==> config.mk <==
export PLATFORM = sky130hd
export DESIGN_NAME = stopwatch_display
export DESIGN_NICKNAME = d
export VERILOG_FILES = /design/src/rtl/stopwatch_display.sv
export SDC_FILE = /design/constraint.sdc
export NUM_CORES = 1
export LEC_CHECK = 0
export ABC_AREA = 1
export CAP_MARGIN = 20
export CORE_MARGIN = 3
export CORE_UTILIZATION = 55
export CTS_CLUSTER_DIAMETER = 50
export DETAILED_ROUTE_END_ITERATION = 12
export HOLD_SLACK_MARGIN = 0.03
export PLACE_DENSITY = 0.8
export SLEW_MARGIN = 10
export SYNTH_ARGS = -nofsm -noshare
export SYNTH_HDL_FRONTEND = slang
export SYNTH_SLANG_ARGS = --single-unit
==> constraint.sdc <==
create_clock -name clk -period 4.15 [get_ports clk]
set_clock_uncertainty 0.2 [all_clocks]
set_input_delay 0.83 -clock clk [delete_from_list [all_inputs] [get_ports clk]]
set_output_delay 0.83 -clock clk [all_outputs]
set_load 0.05 [all_outputs]
==> src/rtl/stopwatch_display.sv <==
// stopwatch_display: mm:ss to 4-digit muxed 7-seg with adjust-field blink; clk/rst, minutes/seconds[5:0], adj, sel(1=sec), blink_clk (async) in; an[3:0], seg[7:0]={dp,g..a} active-low out
module stopwatch_display #(
  parameter int SCAN_DIV = 100000,
  parameter int CNT_W    = 17
) (
  input  logic       clk,
  input  logic       rst,
  input  logic [5:0] minutes,
  input  logic [5:0] seconds,
  input  logic       adj,
  input  logic       sel,
  input  logic       blink_clk,
  output logic [3:0] an,
  output logic [7:0] seg
);
  logic [CNT_W-1:0] div_q, div_d;
  logic [1:0] idx_q, idx_d;
  logic [5:0] min_q, min_d, sec_q, sec_d;
  logic s1_q, s1_d, s2_q, s2_d, s3_q, s3_d;
  logic phase_q, phase_d;
  logic [3:0] an_q, an_d;
  logic [7:0] seg_q, seg_d;
  logic wrap, blank;
  logic [5:0] field, digit;
  logic [6:0] code;

  function automatic logic [6:0] seg_code(input logic [3:0] d);
    case (d)
      4'd0: seg_code = 7'b1000000;
      4'd1: seg_code = 7'b1111001;
      4'd2: seg_code = 7'b0100100;
      4'd3: seg_code = 7'b0110000;
      4'd4: seg_code = 7'b0011001;
      4'd5: seg_code = 7'b0010010;
      4'd6: seg_code = 7'b0000010;
      4'd7: seg_code = 7'b1111000;
      4'd8: seg_code = 7'b0000000;
      4'd9: seg_code = 7'b0010000;
      default: seg_code = 7'b1111111;
    endcase
  endfunction

  always_comb begin
    wrap = div_q == CNT_W'(SCAN_DIV - 1);
    div_d = wrap ? '0 : div_q + 1'b1;
    idx_d = wrap ? idx_q + 2'd1 : idx_q;
    min_d = minutes;
    sec_d = seconds;
    s1_d = blink_clk;
    s2_d = s1_q;
    s3_d = s2_q;
    // leaving adjust mode clears the phase so re-entry starts visible
    phase_d = adj & (phase_q ^ (s2_q & ~s3_q));
    field = idx_q[1] ? min_q : sec_q;
    digit = idx_q[0] ? field / 6'd10 : field % 6'd10;
    code = (field > 6'd59) ? 7'b0111111 : seg_code(digit[3:0]);
    // sel=1 blanks the seconds digits (idx 0,1), sel=0 the minutes digits (idx 2,3)
    blank = adj & phase_q & (sel ^ idx_q[1]);
    an_d = blank ? 4'hF : ~(4'b0001 << idx_q);
    seg_d = blank ? 8'hFF : {idx_q != 2'd2, code};
  end

  always_ff @(posedge clk) begin
    if (rst) begin
      div_q <= '0;
      idx_q <= '0;
      min_q <= '0;
      sec_q <= '0;
      s1_q <= 1'b0;
      s2_q <= 1'b0;
      s3_q <= 1'b0;
      phase_q <= 1'b0;
      an_q <= 4'hF;
      seg_q <= 8'hFF;
    end else begin
      div_q <= div_d;
      idx_q <= idx_d;
      min_q <= min_d;
      sec_q <= sec_d;
      s1_q <= s1_d;
      s2_q <= s2_d;
      s3_q <= s3_d;
      phase_q <= phase_d;
      an_q <= an_d;
      seg_q <= seg_d;
    end
  end

  assign an = an_q;
  assign seg = seg_q;
endmodule

After elaboration in Yosys (flattened, before gate mapping) --
Memories as Yosys holds them, arrays and structs flattened. Cells that the tools add are included.
Operators by class: $add $sub $neg 2, multipliers 0, div/mod/pow operators 2, $lt $le $gt $ge 1, eq/ne operators 2, shift operators 1, muxes and demuxes 3, bitwise operators 8, reductions and logical operators 3
Operator list (number):
- $add 17x1->17 const B | 1
- $eq 17x17->1 const B | 1
- $mux 7 | 1
- $div 6x4->6 const B | 1
- $gt 6x6->1 const B | 1
- $mod 6x4->6 const B | 1
- $mux 6 | 1
- $and 1x1->1 | 4
- $mux 4 | 1
- $not 4->4 | 1
- $reduce_or 2->1 | 2
- $shl 1x2->4 const A | 1
- $reduce_or 3->1 | 1
- $add 2x1->2 const B | 1
- $ne 2x2->1 const B | 1
- $xor 1x1->1 | 2
- $not 1->1 | 1
Storage, ports and cells: register bits 47, latch bits 0, bits in writable memories 0, ROM bits 112, input port bits 17, output and inout bits 12, logic and storage cells 34, memories 1
Memories:
- (name not given) | depth 16, bits a word 7, rd ports 1, clocked after Yosys merged registers in 0, wr ports 0, RTL line 28 | case (d)

Logic depth before layout (Yosys ltp) --
Gate-level depths: netlist (run 1). An unclocked memory read counts as a cell.
depth after elaboration 5, gate-level depth with buffers 26, gate-level depth less buffers 25

Worst setup path after synthesis (run 1) --
Ideal clock, no wire load.
kind reg2reg, start point register idx_q[1], end point register seg_q[3] (netlist: seg[3]), library setup time 131 ps, arrival 2464 ps, data required time 3819 ps, slack 1355 ps, stages on the path, launching flop included 22, buffers on the path 1, period minus slack after synthesis 2795 ps, cell sequence dfxtp_1 > buf_6 > nand2_1 > nand2_2 > inv_2 > ha_1 > inv_1 > nand2_1 > nand2_2 > clkinv_2 > nand2_4 > nand3_1 > nand2_1 > inv_2 > nand2_4 > nand2_4 > a21boi_1 > inv_1 > ha_1 > inv_1 > nor2_1 > o21ai_1
On the way: longest elaborated chain between the ends 4, elaborated cells between the ends (all ways) 9, those cells by class div: 2; order compare: 1; mux: 2; bitwise: 2; reduce/logical: 1; memory: 1
Ends and longest elaborated chain:
- start, declared | RTL line 17 | logic [1:0] idx_q, idx_d;
- start signal, assigned | RTL line 77 | idx_q <= idx_d;
- $mux 6 | RTL line 54 | field = idx_q[1] ? min_q : sec_q;
- $mod 6x4->6 or $div 6x4->6 (tied branches) | RTL line 55 | digit = idx_q[0] ? field / 6'd10 : field % 6'd10;
- $mux 4 | RTL line 55
- $mem_v2 16x7
- end signal, assigned | RTL line 85 | seg_q <= seg_d;
- end, declared | RTL line 22 | logic [7:0] seg_q, seg_d;
Parallel ways exist; a longest one is shown, timed or not. A chain may end at the register's enable or synchronous reset.

Final worst setup path (run 1) --
start point register idx_q[1], end point register seg_q[6] (netlist: seg[6])
On the way: longest elaborated chain between the ends 5, elaborated cells between the ends (all ways) 10, those cells by class div: 2; order compare: 1; mux: 3; bitwise: 2; reduce/logical: 1; memory: 1
Ends and longest elaborated chain:
- $mux 6 | RTL line 54
- $mod 6x4->6 or $div 6x4->6 (tied branches) | RTL line 55
- $mux 4 | RTL line 55
- $mem_v2 16x7
- $mux 7 | RTL line 56 | code = (field > 6'd59) ? 7'b0111111 : seg_code(digit[3:0]);
Parallel ways exist; a longest one is shown, timed or not.

==> metrics.txt, run 1 <==
run status=complete, no violations; fraction of the yosys area taken by sequential cells=0.409; worst r2r src=idx_q[1]; Slew Limit Fails=0; top cells by area, synth=dfxtp_1 41%, nand2_1 7.7%, nand2_4 7.0%; Initial DRT Pass Iterations=4; CP max FO=11; worst skew pair latency=300 ps; drt initial violations=61; Worst EP required=4120 ps; CP Data Arrival Time=3290 ps; dpl hpwl=2.92 mm; Sink Count=46; vias after detailed routing=1750; FFs w/ async S/R, synth=0; compound-cell area share of the yosys netlist=0.0717; row count=22; syn_nets=315; Max Cap Viol=0; drt drc=0; grt total ovfl=0; Antenna Nets Post-Route=0; Die Area=4900 µm²; post-CTS sizing=0; HP Start=s1_q; fraction of layout instances using a drive strength above 1=0.151; initial antenna violation count=0; Clock transition at path regs=80 ps; crit path kind=flip-flop to flip-flop; number of synthesis warnings=0; TritonCTS clock tree=yes; GPL Wtd Cong=0.765; adder-cell share of the synthesized area=0.0611; Die Y=70.0 µm; simple-gate share of the synthesized area=0.347; setup bufs post-CTS=0; critical path startpoint category=flip-flop; P&R area growth vs syn=18.5%; Critical Path Start=idx_q[1]; IO Port Bufs=28; Hold/Removal Path Class=flip-flop to flip-flop; final setup vio count=0; slowest cell delay on critical path=730 ps; #FFs+latches synth=46; pin count of the biggest net entering global routing=20; syn_area_per_cell=7.84 µm²; Core Footprint=3800 µm²; Hold Fails Final Rpt=0; Ports=29; Post-synth EDFFs=0; Post-Syn Instances=287; VDD IR-drop max=0.000255 V; synth unique cells=34; number of global-route vias before repair=1641; Max Clk Rate=302 MHz; Synth Area in XOR/XNOR=0.0156; Initial Util=0.593; Die X=70.0 µm; overall routing resource usage=0.170; Filler Cells Inserted=332; antenna fix cells=0; Core Util, Final=0.702; CP Capture Type=flip-flop; Worst-Margin Slew=683 ps; Critical path buffers and inverters=5; Pwr per Cell Area=371 nW/µm²; Synth top cells by count=46 x dfxtp_1, 46 x nand2_1, 41 x inv_1, 41 x nor2_1, 19 x nand3_1; Tot Pwr=990 µW; vias per inst=4.78; cts bufs inserted=5; wire length per cell=10.3 µm; final net count=345; RSZ-0062 raised after global routing=no; final worst-path cycle share=0.799; CTS Buffer Depth=2; Rel. slew slack=0.543; post-synthesis mux area share=0; crit-path leading delay family=simple AND/OR/NAND/NOR gates; post-synth top area share=0.409; Leak=1.22 nW; main combinational cell family by area after synthesis=simple AND/OR/NAND/NOR gates; Synth area leader=dfxtp_1; Slowest-stage cell, CP=dfxtp_1; Total Wirelength=3.77 mm; mapped cell area=2250 µm²; setup_tns=0 ps; CTS Hold Buffers Added=0; CTS Root Cell=clkbuf_8; Main synth FF type=dfxtp_1; H-tree depth=2; minimum clock period=3320 ps; CP Cell Sequence=nand2_1, nand2_2, inv_2, ha_1, inv_1, nand2_1, nand2_2, clkinv_2, nand2_4, nand3_1, nand3_2, nand2_4, nand2_4, a21boi_1, inv_1, ha_1, inv_1, nand3_1, nand4_1, nand2_1; first-pass GRT wire length=6.91 mm
cell usage in the layout (no fill, tap or decap), types with 3 or more instances in the layout:
cell	instances
a21oi_1	7
clkbuf_8	5
clkdlybuf4s50_1	28
dfxtp_1	46
ha_1	11
inv_1	41
inv_2	4
nand2_1	46
nand2_2	12
nand2_4	14
nand3_1	19
nand3_2	3
nor2_1	41
nor3_1	7
o21ai_1	3
xor2_1	4
power by group:
part	leakage (nW)	switching (mW)	internal (mW)
combinational	0.787	0.126	0.0740
clock	0.0524	0.141	0.180
sequential	0.378	0.00709	0.463
tightest hold or removal path, stage by stage (launching register included):
cell and delay, ps:
dfxtp_1 300, inv_1 40, nor2_1 30
cell type report:
class	count	area, µm²	share of cell area
repair buffers	28	280	0.105
multi-input cells	189	1110	0.418
clock buffers	7	76.3	0.0286
flip-flops and latches	46	921	0.345
clock inverters	1	30.0	0.0113
inverters	47	185	0.0694
well taps	48	60.1	0.0225
per-stage QoR:
| step | cell area, µm² | cells | worst slack, ps | hold slack, ps |
|---|---|---|---|---|
| after CTS | 2670 | 366 | 789 | 215 |
| after global placement | 2560 | 358 | 993 | 200 |
| final | 2670 | 366 | 835 | 210 |
| after floorplan | 2250 | 287 | 1360 | 188 |
| after detailed placement | 2560 | 358 | 847 | 202 |
| after global routing | 2670 | 366 | 536 | 246 |
registers in the layout, summed over array words and instances (netlist names):
name / count
sec_q: 6
div_q: 17
idx_q: 2
s1_q: 1
s2_q: 1
min_q: 6
an: 4
phase_q: 1
seg: 7
s3_q: 1
final timing paths:
check	endpoint	slack [ps]	cells after the start
max	seg[6]	830	20
min	s2_q	210	2
max reg2reg	seg[6]	830	20
min reg2reg	s2_q	210	2
logic make-up after synthesis:
| family | count (synthesis) |
|---|---|
| xor gates and xnor gates | 4 |
| and+or+nand+nor | 151 |
| DFF | 46 |
| AOI/OAI and AO/OA | 23 |
| adders and majority gates | 11 |
| buffers and inverters | 52 |
routing by layer:
| metal | vias to the layer above | track usage | share of wire |
|---|---|---|---|
| met1 | 762 | 0.214 | 0.47 |
| met5 | - | 0 | 0 |
| met3 | 7 | 0.0504 | 0.048 |
| met2 | 31 | 0.278 | 0.47 |
| met4 | 0 | 0.0553 | 0.012 |
| li1 | 950 | - | - |
(Power assumes the default switching activity.)
==> inputs of run 2 (changes only) <==
--- a/config.mk
+++ b/config.mk
@@ -8,11 +8,11 @@
 export ABC_AREA = 1
 export CAP_MARGIN = 20
 export CORE_MARGIN = 3
-export CORE_UTILIZATION = 55
+export CORE_UTILIZATION = 54
 export CTS_CLUSTER_DIAMETER = 50
 export DETAILED_ROUTE_END_ITERATION = 12
 export HOLD_SLACK_MARGIN = 0.03
-export PLACE_DENSITY = 0.8
+export PLACE_DENSITY = 0.79
 export SLEW_MARGIN = 10
 export SYNTH_ARGS = -nofsm -noshare
 export SYNTH_HDL_FRONTEND = slang
==> constraint.sdc (replaced) <==
create_clock -name clk -period 3.12 [get_ports clk]
set_clock_uncertainty 0.2 [all_clocks]
set_input_delay 0.624 -clock clk [delete_from_list [all_inputs] [get_ports clk]]
set_output_delay 0.624 -clock clk [all_outputs]
set_load 0.05 [all_outputs]
==> run 2 against run 1 <==
Fmax rose by 19%. Core utilization barely moved. Clock-buffer cell count did not move. Flip-flop and latch count did not move.
==> metrics.txt, run 2 (synthesis results as in run 1) <==
run status=complete, no violations; CP Data Arrival Time=2740 ps; Ports=29; IO Port Bufs=28; fin cells=370; vias after detailed routing=1753; wire length per cell=9.54 µm; crit path kind=flip-flop to flip-flop; final setup vio count=0; initial antenna violation count=0; dpl hpwl=2.89 mm; GR met3 Demand/Resource=0.0455; Total Wirelength=3.53 mm; Worst EP required=3080 ps; minimum clock period=2780 ps; most frequent cells in the layout=46 x nand2_1, 45 x dfxtp_1, 41 x inv_1, 41 x nor2_1, 28 x clkdlybuf4s50_1; final worst-path cycle share=0.892; Hold Fails Final Rpt=0; Die Area=4980 µm²; vias per inst=4.74; commonest non-fill, non-tap cell in the layout=nand2_1; Slew Limit Fails=0; critical path startpoint category=flip-flop; Die Y=70.6 µm; M2 GR Usage=0.253; first-pass GRT wire length=6.32 mm; CP max FO=9; Hold WS=209 ps; Sink Count=46; Clock transition at path regs=80 ps; TritonCTS clock tree=yes; Core Util, Final=0.702; Antenna Nets Post-Route=0; cts bufs inserted=5; Max Clk Rate=359 MHz; CTS Root Cell=clkbuf_8; flop2flop setup slack=340 ps; Setup Slack @ Placement=95.2 ps; CTS Buffer Depth=2; overall routing resource usage=0.156; post-route cell area=2690 µm²; Die X=70.6 µm; Tot Pwr=1.25 mW; VDD IR-drop max=0.000336 V; Pwr per Cell Area=464 nW/µm²; Initial Util=0.588; Most Used Layer, Global Route=met2; M1 GR Usage=0.192; Core Footprint=3830 µm²; post-route setup slack=335 ps; setup_tns=0 ps; Hold/Removal Path Class=flip-flop to flip-flop; Inst Count DP=362; Reg with most FFs=div_q; Initial DRT Pass Iterations=4; CTS Hold Buffers Added=0; number of global-route vias before repair=1571; antenna fix cells=0; row count=22; worst skew pair latency=290 ps; drt drc=0; placed cell area=2590 µm²; final net count=349; Max Cap Viol=0; pin count of the biggest net entering global routing=17; Leak=1.23 nW; GPL Wtd Cong=0.795; grt total ovfl=0; max reg flops=17; drt initial violations=62; fraction of layout instances using a drive strength above 1=0.168; CP Capture Type=flip-flop; Filler Cells Inserted=312; Worst-Margin Slew=494 ps; Rel. slew slack=0.669; RSZ-0062 raised after global routing=no; H-tree depth=2; P&R area growth vs syn=19.3%
[run 2: per-layer routing]
metal | vias up | routed length (µm)
met5 | - | 0
met4 | 0 | 64
met3 | 7 | 208
met2 | 44 | 1610
met1 | 747 | 1650
li1 | 955 | -
[run 2: final timing paths]
check             startpoint      to  cells past startpoint
hold / removal          s1_q    s2_q                      2
setup / recovery    idx_q[1]  seg[3]                     21
hold reg to reg         s1_q    s2_q                      2
setup reg to reg    idx_q[1]  seg[3]                     21
[run 2: worst max-delay path, stage by stage, from the launching register on]
cell	delay (ps)
dfxtp_4	400
inv_8	100
nand2_2	50
nand2_2	80
inv_2	60
ha_1	260
inv_1	50
nand2_1	50
nand2_2	80
clkinv_2	100
nand2_4	90
nand3_1	60
nand2_1	100
inv_2	50
nand2_4	70
nand2_4	60
a21boi_1	210
inv_1	90
ha_1	280
inv_1	50
nor2_1	90
o21ai_1	70
[run 2: timing repair]
action                     4_1_cts  5_1_grt
setup buffers                    0        0
gates resized for setup          0        2
setup endpoints to repair        0        6
[run 2: final cells by class]
cell class                      count  area (µm²)  share of cell area
Clock buffer                        7        86.3              0.0321
Clock inverter                      1        5.00             0.00186
Inverter                           47         185              0.0689
Multi-Input combinational cell    189        1110               0.415
Sequential cell                    46         925               0.344
Tap cell                           48        60.1              0.0224
Timing Repair Buffer               32         310               0.116
[run 2: power by group]
part | total, mW | switching, mW | internal [mW]
sequential | 0.624 | 0.00972 | 0.615
clock | 0.357 | 0.179 | 0.179
combinational | 0.266 | 0.165 | 0.101
total | 1.25 | 0.354 | 0.894
==> inputs of run 3 (changes only) <==
--- a/config.mk
+++ b/config.mk
@@ -13,6 +13,7 @@
 export DETAILED_ROUTE_END_ITERATION = 12
 export HOLD_SLACK_MARGIN = 0.03
 export PLACE_DENSITY = 0.79
+export SKIP_CTS_REPAIR_TIMING = 1
 export SLEW_MARGIN = 10
 export SYNTH_ARGS = -nofsm -noshare
 export SYNTH_HDL_FRONTEND = slang
==> constraint.sdc (replaced) <==
create_clock -name clk -period 3 [get_ports clk]
set_clock_uncertainty 0.2 [all_clocks]
set_input_delay 0.3 -clock clk [delete_from_list [all_inputs] [get_ports clk]]
set_output_delay 0.3 -clock clk [all_outputs]
set_load 0.05 [all_outputs]
==> run 3 against run 2 <==
Fmax increased by 0.87%. Worst hold slack gained 2.8 ps. Clock power is 24% higher. Highest routed layer unchanged. Worst setup slack got worse by 96 ps. Die area did not move. Core utilization increased by 0.36 points. Flip-flop and latch count stayed put. Combinational power rose by 5%. Non-clock buffer count decreased by 1. Largest power group unchanged. Critical path type unchanged. Clock-buffer cell count did not move. Final cell count shrank 0.27%.
==> metrics.txt, run 3 (synthesis results as in run 1) <==
run status=complete, no violations; GPL Wtd Cong=0.765; post-route setup slack=240 ps; Die X=70.6 µm; drt initial violations=70; dpl hpwl=2.89 mm; worst skew pair latency=300 ps; Antenna Nets Post-Route=0; Total Wirelength=3.62 mm; slowest cell delay on critical path=390 ps; Max Clk Rate=362 MHz; TritonCTS clock tree=yes; CTS Root Cell=clkbuf_8; Rel. slew slack=0.653; CP max FO=9; Clock transition at path regs=80 ps; Worst-Margin Slew=518 ps; top sig layer=met4; final setup vio count=0; fraction of layout instances using a drive strength above 1=0.168; Core Footprint=3830 µm²; H-tree depth=2; Hold Fails Final Rpt=0; overall routing resource usage=0.153; Inst Count DP=361; Slowest-stage cell, CP=dfxtp_4; CP Cell Sequence=inv_8, nand2_2, nand2_2, inv_2, ha_1, inv_1, nand2_1, nand2_2, clkinv_2, nand2_4, nand3_1, nand3_2, nand2_4, nand2_4, nand2_1, nand3_1, nand2_2, ha_1, inv_1, nand3_1, nand4_1, nand2_1; initial antenna violation count=0; setup_tns=0 ps; final net count=348; M1 wire length=1.76 mm; Switch Pwr=377 µW; Hold/Removal Path Class=flip-flop to flip-flop; Clock Power Share=0.322; CP Capture Type=flip-flop; Hold WS=211 ps; fin cells=369; Comb power frac=0.204; Sink Count=46; Power Internal=993 µW; minimum clock period=2760 ps; Die Y=70.6 µm; post-route cell area=2700 µm²; vias per inst=4.78; Net Sw Frac=0.275; sequential power share=0.474; Setup Slack @ Placement=2.85 ps; first-pass GRT wire length=6.32 mm; Initial DRT Pass Iterations=4; drt drc=0; CP Data Arrival Time=2720 ps; critical path startpoint category=flip-flop; Tot Pwr=1.37 mW; Reg with most FFs=div_q; Core Util, Final=0.706; wire length on met3=201 µm; most frequent cells in the layout=45 x nand2_1, 45 x dfxtp_1, 41 x inv_1, 41 x nor2_1, 28 x clkdlybuf4s50_1; P&R area growth vs syn=20.0%; Leak=1.23 nW; wire length per cell=9.80 µm; Pwr per Cell Area=507 nW/µm²; grt total ovfl=0; row count=22; most used cell, CP=nand2_2; Max Cap Viol=0; antenna fix cells=0; vias after detailed routing=1765; IO Port Bufs=28; Worst EP required=2960 ps; final worst-path cycle share=0.920; VDD IR-drop max=0.000350 V; number of global-route vias before repair=1534; placed cell area=2580 µm²; max reg flops=17; Ports=29; pin count of the biggest net entering global routing=17; crit path kind=flip-flop to flip-flop; cts bufs inserted=5; Slew Limit Fails=0; Die Area=4980 µm²; CTS Buffer Depth=2; met2 WL=1.61 mm; Initial Util=0.588
run 3: power groups by stage:
stage	combinational, mW	sequential, mW	clock [mW]
floorplan	0.144	0.720	0
global placement	0.271	0.664	0
detailed placement	0.277	0.665	0
CTS	0.279	0.650	0.450
global route	0.307	0.652	0.473
finish	0.279	0.649	0.441
run 3: worst paths after layout:
kind | from | endpoint | slack (ps) | depth (start not counted)
worst max-delay path | idx_q[1] | seg[6] | 240 | 22
worst min-delay path | s1_q | s2_q | 210 | 2
worst max register to register | idx_q[1] | seg[6] | 240 | 22
worst min register to register | s1_q | s2_q | 210 | 2
run 3: area by class of cell:
| type | count | area, µm² |
|---|---|---|
| Fill cell | 328 | 1130 |
| Tap cell | 48 | 60.1 |
| Sequential cell | 46 | 925 |
| Timing Repair Buffer | 31 | 303 |
| Clock buffer | 7 | 76.3 |
| Inverter | 47 | 185 |
| Clock inverter | 1 | 30.0 |
| Multi-Input combinational cell | 189 | 1120 |
run 3: worst max-delay path, delay by kind of cell (launching register included):
family / cells / cell delay, ps
and+or+nand+nor: 15 / 1220
adders and majority gates: 2 / 470
DFF: 1 / 390
buffers and inverters: 5 / 340
run 3: layer usage:
metal / GRT usage / vias to the layer above
met5: 0 / -
met4: 0.0501 / 0
met3: 0.0398 / 5
met2: 0.246 / 44
met1: 0.202 / 765
li1: - / 951
